[src/rtl/viterbi_pkg.sv]
// Shared types and constants for the convolutional-code tx/rx chain.
// No logic; the LFSR step helper is purely combinational.
// Not applicable: no flow control here.
package viterbi_pkg;

    // One rate-1/2 encoded symbol, {g1, g0}
    typedef logic [1:0] sym_t;

    // Galois taps for x^16 + x^14 + x^13 + x^11 + 1, right-shifting form
    localparam logic [15:0] LFSR_TAPS = 16'hB400;

    typedef enum logic {
        ARMED    = 1'b0,
        COOLDOWN = 1'b1
    } inj_state_t;

    // One right-shift step of the Galois LFSR
    function automatic logic [15:0] lfsr_step(input logic [15:0] q);
        return q[0] ? ((q >> 1) ^ LFSR_TAPS) : (q >> 1);
    endfunction

endpackage

[src/rtl/lfsr16.sv]
// 16-bit Galois LFSR that steps once per cycle with adv high.
// q is the registered state; the new value appears one cycle after adv.
// No backpressure: adv low simply holds the state.
module lfsr16
    import viterbi_pkg::*;
#(
    parameter logic [15:0] SEED = 16'hACE1
)(
    input  logic        clk,
    input  logic        rst,
    input  logic        adv,
    output logic [15:0] q
);

    // An all-zero state would lock the LFSR, so a zero seed becomes 1
    localparam logic [15:0] SEED_NZ = (SEED == 16'h0000) ? 16'h0001 : SEED;

    // State register: reload seed on reset, step on adv
    always_ff @(posedge clk) begin
        if (!rst) begin
            q <= SEED_NZ;
        end else if (adv) begin
            q <= lfsr_step(q);
        end
    end

endmodule

[src/rtl/chan_err_inj.sv]
// Channel stage: passes encoded symbols through, flipping one bit on LFSR hits.
// Latency: exactly one cycle from valid_i/sym_i to valid_o/sym_o.
// No backpressure: every valid_i cycle is accepted; bubbles freeze all state.
module chan_err_inj
    import viterbi_pkg::*;
#(
    parameter logic [15:0] LFSR_SEED = 16'hACE1,
    parameter logic [8:0]  THRESH    = 9'd16,
    parameter int unsigned GAP       = 35,
    parameter int unsigned WCW       = 16,
    parameter int unsigned ECW       = 16
)(
    input  logic           clk,
    input  logic           rst,
    input  logic           valid_i,
    input  sym_t           sym_i,
    input  logic           inj_en_i,
    output logic           valid_o,
    output sym_t           sym_o,
    output sym_t           err_inj_o,
    output logic [WCW-1:0] word_ct_o,
    output logic [ECW-1:0] error_counter_o
);

    localparam int unsigned    GW     = (GAP > 1) ? $clog2(GAP + 1) : 1;
    localparam logic [GW-1:0]  GAP_LD = GW'(GAP);

    logic [15:0]   lfsr;
    logic          hit;
    logic          inj;
    sym_t          mask;
    inj_state_t    state;
    inj_state_t    state_nxt;
    logic [GW-1:0] gap_cnt;
    logic [GW-1:0] gap_nxt;
    logic          unused_lfsr_hi;

    // The LFSR steps only on accepted symbols; decisions use the pre-step value
    lfsr16 #(
        .SEED (LFSR_SEED)
    ) u_lfsr (
        .clk (clk),
        .rst (rst),
        .adv (valid_i),
        .q   (lfsr)
    );

    // Only the threshold byte and the bit-select are consumed
    assign unused_lfsr_hi = ^lfsr[15:9];

    // 9-bit compare so THRESH=256 means "always" and 0 means "never"
    assign hit = valid_i && inj_en_i && ({1'b0, lfsr[7:0]} < THRESH);

    // FSM state and cooldown counter registers
    always_ff @(posedge clk) begin
        if (!rst) begin
            state   <= ARMED;
            gap_cnt <= '0;
        end else begin
            state   <= state_nxt;
            gap_cnt <= gap_nxt;
        end
    end

    // Next state: arm a cooldown after an injection, drain it on valid symbols
    always_comb begin
        state_nxt = state;
        gap_nxt   = gap_cnt;
        case (state)
            ARMED: begin
                if (hit && (GAP != 0)) begin
                    state_nxt = COOLDOWN;
                    gap_nxt   = GAP_LD;
                end
            end
            COOLDOWN: begin
                if (valid_i) begin
                    gap_nxt = gap_cnt - GW'(1);
                    if (gap_cnt == GW'(1)) begin
                        state_nxt = ARMED;
                    end
                end
            end
        endcase
    end

    // Output decode: a single-bit mask, chosen by lfsr[8], only when armed
    always_comb begin
        mask = 2'b00;
        if ((state == ARMED) && hit) begin
            mask = lfsr[8] ? 2'b10 : 2'b01;
        end
    end

    assign inj = |mask;

    // Registered datapath: sym_o holds across bubbles, mask clears
    always_ff @(posedge clk) begin
        if (!rst) begin
            valid_o   <= 1'b0;
            sym_o     <= 2'b00;
            err_inj_o <= 2'b00;
        end else begin
            valid_o <= valid_i;
            if (valid_i) begin
                sym_o     <= sym_i ^ mask;
                err_inj_o <= mask;
            end else begin
                err_inj_o <= 2'b00;
            end
        end
    end

    // Saturating symbol and injection counters
    always_ff @(posedge clk) begin
        if (!rst) begin
            word_ct_o       <= '0;
            error_counter_o <= '0;
        end else begin
            if (valid_i && (word_ct_o != '1)) begin
                word_ct_o <= word_ct_o + WCW'(1);
            end
            if (inj && (error_counter_o != '1)) begin
                error_counter_o <= error_counter_o + ECW'(1);
            end
        end
    end

endmodule

[config.mk]
export PLATFORM = sky130hd
export DESIGN_NAME = chan_err_inj
export DESIGN_NICKNAME = d
export VERILOG_FILES = /design/src/rtl/viterbi_pkg.sv /design/src/rtl/lfsr16.sv /design/src/rtl/chan_err_inj.sv
export SDC_FILE = /design/constraint.sdc
export NUM_CORES = 1
export LEC_CHECK = 0
export CORE_MARGIN = 2
export CORE_UTILIZATION = 35
export CTS_BUF_LIST = sky130_fd_sc_hd__clkbuf_8
export DETAILED_ROUTE_END_ITERATION = 7
export PLACE_DENSITY_LB_ADDON = 0.12
export SLEW_MARGIN = 15
export SYNTH_ARGS = -nofsm -noshare
export SYNTH_HDL_FRONTEND = slang
export SYNTH_SLANG_ARGS = --single-unit
[constraint.sdc]
create_clock -name clk -period 4.8 [get_ports clk]
set_input_delay 0.48 -clock clk [delete_from_list [all_inputs] [get_ports clk]]
set_output_delay 0.48 -clock clk [all_outputs]
set_load 0.02 [all_outputs]
==> impl_metrics.env, run 1 <==
export IMPL_synth_edff_count=0
export IMPL_die_h_um=93.55
export IMPL_dpl_cell_area_um2=3321
export IMPL_nets=370
export IMPL_ir_drop_mv=0.1423
export IMPL_ant_nets=0
export IMPL_netlist_top_cells_count="dfxtp_1 (60), nand2_1 (37), a21oi_1 (24)"
export IMPL_crit_chain="clkdlybuf4s50_1 > buf_4 > nor3b_4 > nand2_1 > or4_1 > a21oi_1"
export IMPL_synth_net_count=328
export IMPL_fin_util_pct=45.97
export IMPL_die_area_um2=8751
export IMPL_async_flop_share_pct=0
export IMPL_routed_wl_mm=6.225
export IMPL_slew_headroom_pct=31.44
export IMPL_crit_start="valid_i"
export IMPL_fin_crit_sh_pct=54.48
export IMPL_rsz0062_at_grt="false"
export IMPL_worstHoldStart="u_lfsr.q[10]$_SDFFE_PN1P_"
export IMPL_portBuffers=42
export IMPL_cts_root_buffer="clkbuf_8"
export IMPL_grt_max_degree=37
export IMPL_synth_top_cell_area_share_pct=42.80
export IMPL_fin_crit_ns=2.615
export IMPL_synth_distinct_cells=41
export IMPL_path_max_fanout=33
export IMPL_stdcell_count=467
export IMPL_hpwl_mm=4.175
export IMPL_drc=0
export IMPL_drt_initial_drc_count=98
export IMPL_tns_ns=0
export IMPL_grt_usage_pct=15.02
export IMPL_crit_arrival_ns=2.85
export IMPL_worstSetupPathType="in -> reg"
export IMPL_synth_most_common_cell="dfxtp_1"
export IMPL_dr_pass1_iters=4
export IMPL_cts_resized=0
export IMPL_nFillCells=760
export IMPL_ys_seq_area_share_pct=42.80
export IMPL_die_w_um=93.55
export IMPL_viasPerCell=5.253
export IMPL_fin_skew_ns=0.008156
export IMPL_regToRegStartpoint="u_lfsr.q[6]$_SDFFE_PN1P_"
export IMPL_syn_cell_area_um2=2806
export IMPL_ys_ff_latch=60
export IMPL_final_hold_violation_count=0
export IMPL_cellLeakagePower_nw=1.249
export IMPL_ios=43
export IMPL_grt_pass1_wl_mm=10.48
export IMPL_rows=32
export IMPL_antenna_found_initial=0
export IMPL_placed_cells=451
export IMPL_area_delta_synth_final_pct=27.24
export IMPL_setup_viol=0
export IMPL_wire_per_inst_um=13.33
export IMPL_cts_hold_fix_buffers=0
export IMPL_cp_slowest_cell="or4_1"
export IMPL_n_antenna_cell=0
export IMPL_cts_sink_count=60
export IMPL_yosys_most_used_dff="dfxtp_1"
export IMPL_crit_path_start_kind="input port"
export IMPL_cts_max_level=3
export IMPL_core_area_um2=7767
export IMPL_cts_tree="built"
export IMPL_routabilityCongestion=0.7729
export IMPL_clk_pin_slew_worst_paths_ns=0.07
export IMPL_insertion_delay_ns=0.34
export IMPL_maxCapViolCount=0
export IMPL_synth_area_leaders="dfxtp_1 (43%), mux2i_1 (7.8%), nand2_1 (4.9%)"
export IMPL_cts_setup_buffers=0
export IMPL_grt_pass1_vias=2138
export IMPL_synth_cells=318
export IMPL_synth_top_area_cell="dfxtp_1"
export IMPL_report_final_slew_viol_count=0
export IMPL_stdcell_area_um2=3571
export IMPL_status="finished, final reports clean"
export IMPL_endpoint_kind="register"
export IMPL_vias=2453
export IMPL_grt_overflow_total=0
export IMPL_start_util_pct=36.13
export IMPL_cts_buffers=9
export IMPL_synth_avg_cell_area_um2=8.825
export IMPL_timing_fmax_mhz=382.4
export IMPL_synth_warnings=0
export IMPL_slowest_delay_ns=0.59
export IMPL_ctsLongestPathBuffers=2
export IMPL_worst_endpoint_required_ns=5.04
export IMPL_tightestPinTransition_ns=1.022
export IMPL_layout_drive_gt1_share_pct=6.301
export IMPL_power_density_nw_per_um2=321.3
export IMPL_hold_path_class="reg -> reg"
==> cell families (layout without fill, tap and decap cells) <==
logic type	after synthesis	count (layout)	synth area share (%)
and+or+nand+nor	139	139	28.18
AOI/OAI and AO/OA	66	66	14.53
xor gates and xnor gates	7	7	2.185
muxes	22	22	7.847
buffers and inverters	20	67	2.675
adders and majority gates	4	4	1.783
DFF	60	60	42.80
==> worst paths after layout <==
check                                     to  slack (ns)  cells past startpoint
max          error_counter_o[5]$_SDFFE_PN0P_        2.18                      6
min                u_lfsr.q[10]$_SDFFE_PN1P_        0.48                      2
max reg2reg  error_counter_o[5]$_SDFFE_PN0P_        2.68                      4
min reg2reg        u_lfsr.q[10]$_SDFFE_PN1P_        0.48                      2
==> through the flow <==
stage	hold WS (ns)	setup WS (ns)	total power, mW
global placement	0.4562	1.932	0.5870
detailed placement	0.4610	1.853	0.5880
floorplan	0.4413	2.976	0.5678
finish	0.4816	2.185	1.147
global route	0.5104	2.009	1.185
CTS	0.4814	2.180	1.158
==> registers in the layout, summed over array words and instances (netlist names) <==
signal and count:
word_ct_o 16, gap_cnt 6, sym_o 2, u_lfsr.q 16
err_inj_o 2, error_counter_o 16, state 1, valid_o 1
==> area by class of cell <==
| type | instances | area (µm²) | share of cell area (%) |
|---|---|---|---|
| multi-input cells | 238 | 1530 | 42.85 |
| flip-flops and latches | 60 | 1201 | 33.64 |
| repair buffers | 44 | 435.4 | 12.19 |
| clock buffers | 11 | 151.4 | 4.240 |
| well taps | 102 | 127.6 | 3.574 |
| clock inverters | 5 | 98.84 | 2.768 |
| inverters | 7 | 26.28 | 0.7358 |
==> power breakdown <==
group          internal (mW)  leakage, nW  switching, mW  total [mW]
clock network          0.371        0.131          0.201       0.571
registers              0.510        0.488        0.00968       0.520
logic                 0.0261        0.630         0.0302      0.0563
==> placed cells by master (no fill, tap or decap), types with 2 or more instances in the layout <==
cell	instances
xor2_1	4
o31ai_1	12
nand3_1	11
and3_1	6
and4_1	9
nand2_1	37
a31oi_1	3
nand2b_1	8
nor3_1	13
clkbuf_8	11
ha_1	4
buf_4	2
a21oi_1	24
o211ai_1	2
or4_1	8
a211oi_1	6
dfxtp_1	60
nor2_1	20
clkdlybuf4s50_1	42
nor3b_1	2
nand4_1	9
mux2i_1	22
bufinv_16	3
inv_1	7
or3_1	5
o21ai_0	12
and2_1	3
a311oi_1	2
xnor2_1	3
==> worst max-delay path, delay by kind of cell <==
family	cells	cell delay, ns
AO/OA/AOI/OAI	1	0.15
buffers and inverters	2	0.80
AND/OR/NAND/NOR	3	1.40
==> metal layers <==
| layer | global-route usage (%) | wire (µm) |
|---|---|---|
| met5 | 0 | 0 |
| met4 | 6.884 | 112 |
| met3 | 3.465 | 303 |
| met2 | 21.34 | 2602 |
| met1 | 21.47 | 3206 |
No activity file was read; power rests on OpenSTA's default activity.
==> run 2: changes to the inputs <==
==> constraint.sdc (replaced) <==
create_clock -name clk -period 2.3 [get_ports clk]
set_input_delay 0.23 -clock clk [delete_from_list [all_inputs] [get_ports clk]]
set_output_delay 0.23 -clock clk [all_outputs]
set_load 0.02 [all_outputs]
==> impl_metrics.env, run 2 (synthesized netlist as in run 1, its figures left out) <==
export IMPL_status="finished, final reports clean"
export IMPL_grt_usage_pct=15.18
export IMPL_worst_endpoint_required_ns=2.57
export IMPL_ant_nets=0
export IMPL_final_hold_violation_count=0
export IMPL_slew_headroom_pct=68.05
export IMPL_portBuffers=42
export IMPL_crit_arrival_ns=2.12
export IMPL_core_area_um2=7767
export IMPL_power_density_nw_per_um2=625.6
export IMPL_crit_chain="ha_1 > and3_1 > and4bb_2 > or4_1 > a21oi_1"
export IMPL_internal_power_mw=1.751
export IMPL_timing_hold_ws_ns=0.4823
export IMPL_drt_initial_drc_count=100
export IMPL_cts_sink_count=60
export IMPL_drc=0
export IMPL_p_sw_share_pct=21.74
export IMPL_rsz0062_at_grt="false"
export IMPL_fin_crit_ns=1.845
export IMPL_hold_path_class="reg -> reg"
export IMPL_hpwl_mm=4.220
export IMPL_dr_pass1_iters=4
export IMPL_insertion_delay_ns=0.34
export IMPL_stdcell_count=472
export IMPL_cts_root_buffer="clkbuf_8"
export IMPL_timing_fmax_mhz=542.0
export IMPL_wire_per_inst_um=13.15
export IMPL_endpoint_kind="register"
export IMPL_fin_crit_sh_pct=80.21
export IMPL_fin_util_pct=46.04
export IMPL_n_antenna_cell=0
export IMPL_viasPerCell=5.203
export IMPL_netSwitchingPower_mw=0.4865
export IMPL_area_delta_synth_final_pct=27.42
export IMPL_grt_overflow_total=0
export IMPL_ctsLongestPathBuffers=2
export IMPL_placed_cells=456
export IMPL_report_final_slew_viol_count=0
export IMPL_fin_skew_ns=0.007576
export IMPL_top_regs="error_counter_o x16, u_lfsr.q x16, word_ct_o x16"
export IMPL_clock_power_share_pct=46.1
export IMPL_setup_viol=0
export IMPL_dpl_cell_area_um2=3358
export IMPL_die_h_um=93.55
export IMPL_pwr_share_seq_pct=48.5
export IMPL_tightestPinTransition_ns=0.4743
export IMPL_layout_common_cells="dfxtp_1 (60), clkdlybuf4s50_1 (42), nand2_1 (37)"
export IMPL_pre_cts_slack_ns=0.1757
export IMPL_totalPowerFinal_mw=2.237
export IMPL_die_area_um2=8751
export IMPL_nFillCells=782
export IMPL_start_util_pct=36.13
export IMPL_cts_hold_fix_buffers=0
export IMPL_grt_max_degree=37
export IMPL_cellLeakagePower_nw=1.258
export IMPL_maxCapViolCount=0
export IMPL_ios=43
export IMPL_final_common_cell="dfxtp_1"
export IMPL_nets=375
export IMPL_layout_drive_gt1_share_pct=7.297
export IMPL_worstSetupPathType="reg -> reg"
export IMPL_tns_ns=0
export IMPL_path_max_fanout=8
export IMPL_cp_slowest_cell="or4_1"
export IMPL_cts_max_level=3
export IMPL_comb_power_share_pct=5.4
export IMPL_stdcell_area_um2=3576
export IMPL_die_w_um=93.55
export IMPL_routabilityCongestion=0.8221
export IMPL_grt_pass1_wl_mm=10.61
export IMPL_cts_setup_buffers=0
export IMPL_grt_pass1_vias=2228
export IMPL_antenna_found_initial=0
export IMPL_cts_tree="built"
export IMPL_layout_setup_ws_ns=0.4551
export IMPL_vias=2456
export IMPL_ir_drop_mv=0.2866
export IMPL_slowest_delay_ns=0.47
export IMPL_cts_resized=0
export IMPL_routed_wl_mm=6.208
export IMPL_rows=32
export IMPL_cts_buffers=9
export IMPL_clk_pin_slew_worst_paths_ns=0.07
export IMPL_crit_path_start_kind="register"
-- run 2: changes by cell type in the layout (fill, tap and decap cells not counted), sizes merged --
| cell | delta |
|---|---|
| bufinv | -1 |
| clkinvlp | +1 |
| buf | +5 |
| inv | +1 |
| clkbuf | -1 |
-- run 2: cell type report --
type	instances	area, µm²	area share, %
Clock buffer	10	137.6	3.849
Clock inverter	6	80.08	2.239
Sequential cell	60	1201	33.59
Inverter	7	26.28	0.7348
Tap cell	102	127.6	3.569
Multi-Input combinational cell	238	1530	42.79
Timing Repair Buffer	49	473.0	13.23
-- run 2: layer usage --
metal	track usage [%]	wire length, µm	vias to the layer above
met2	22.36	2689	43
met1	20.94	3168	1126
met4	7.971	133	0
li1	-	-	1277
met5	0	0	-
met3	2.981	217	10
-- run 2: critical path: cells and delay by family (launching register included) --
family | cells | cell delay (ns)
AO/OA/AOI/OAI | 1 | 0.15
adder cells (fa/ha/maj) | 1 | 0.27
flip-flops | 1 | 0.38
AND/OR/NAND/NOR | 3 | 0.98
-- run 2: path summary, 6_finish.rpt --
check,from,endpoint,slack (ns),depth (start not counted)
worst max-delay path,error_counter_o[0]$_SDFFE_PN0P_,error_counter_o[3]$_SDFFE_PN0P_,0.46,5
worst min-delay path,u_lfsr.q[15]$_SDFFE_PN1P_,u_lfsr.q[15]$_SDFFE_PN1P_,0.48,2
worst max register to register,error_counter_o[0]$_SDFFE_PN0P_,error_counter_o[3]$_SDFFE_PN0P_,0.46,5
worst min register to register,u_lfsr.q[15]$_SDFFE_PN1P_,u_lfsr.q[15]$_SDFFE_PN1P_,0.48,2
-- run 2: power by group through the flow --
stage               clock (mW)  sequential (mW)  combinational (mW)
floorplan                    0             1.11              0.0739
global placement             0             1.11               0.121
global route              1.10             1.09               0.135
finish                    1.03             1.09               0.121
CTS                       1.06             1.08               0.123
detailed placement           0             1.11               0.123
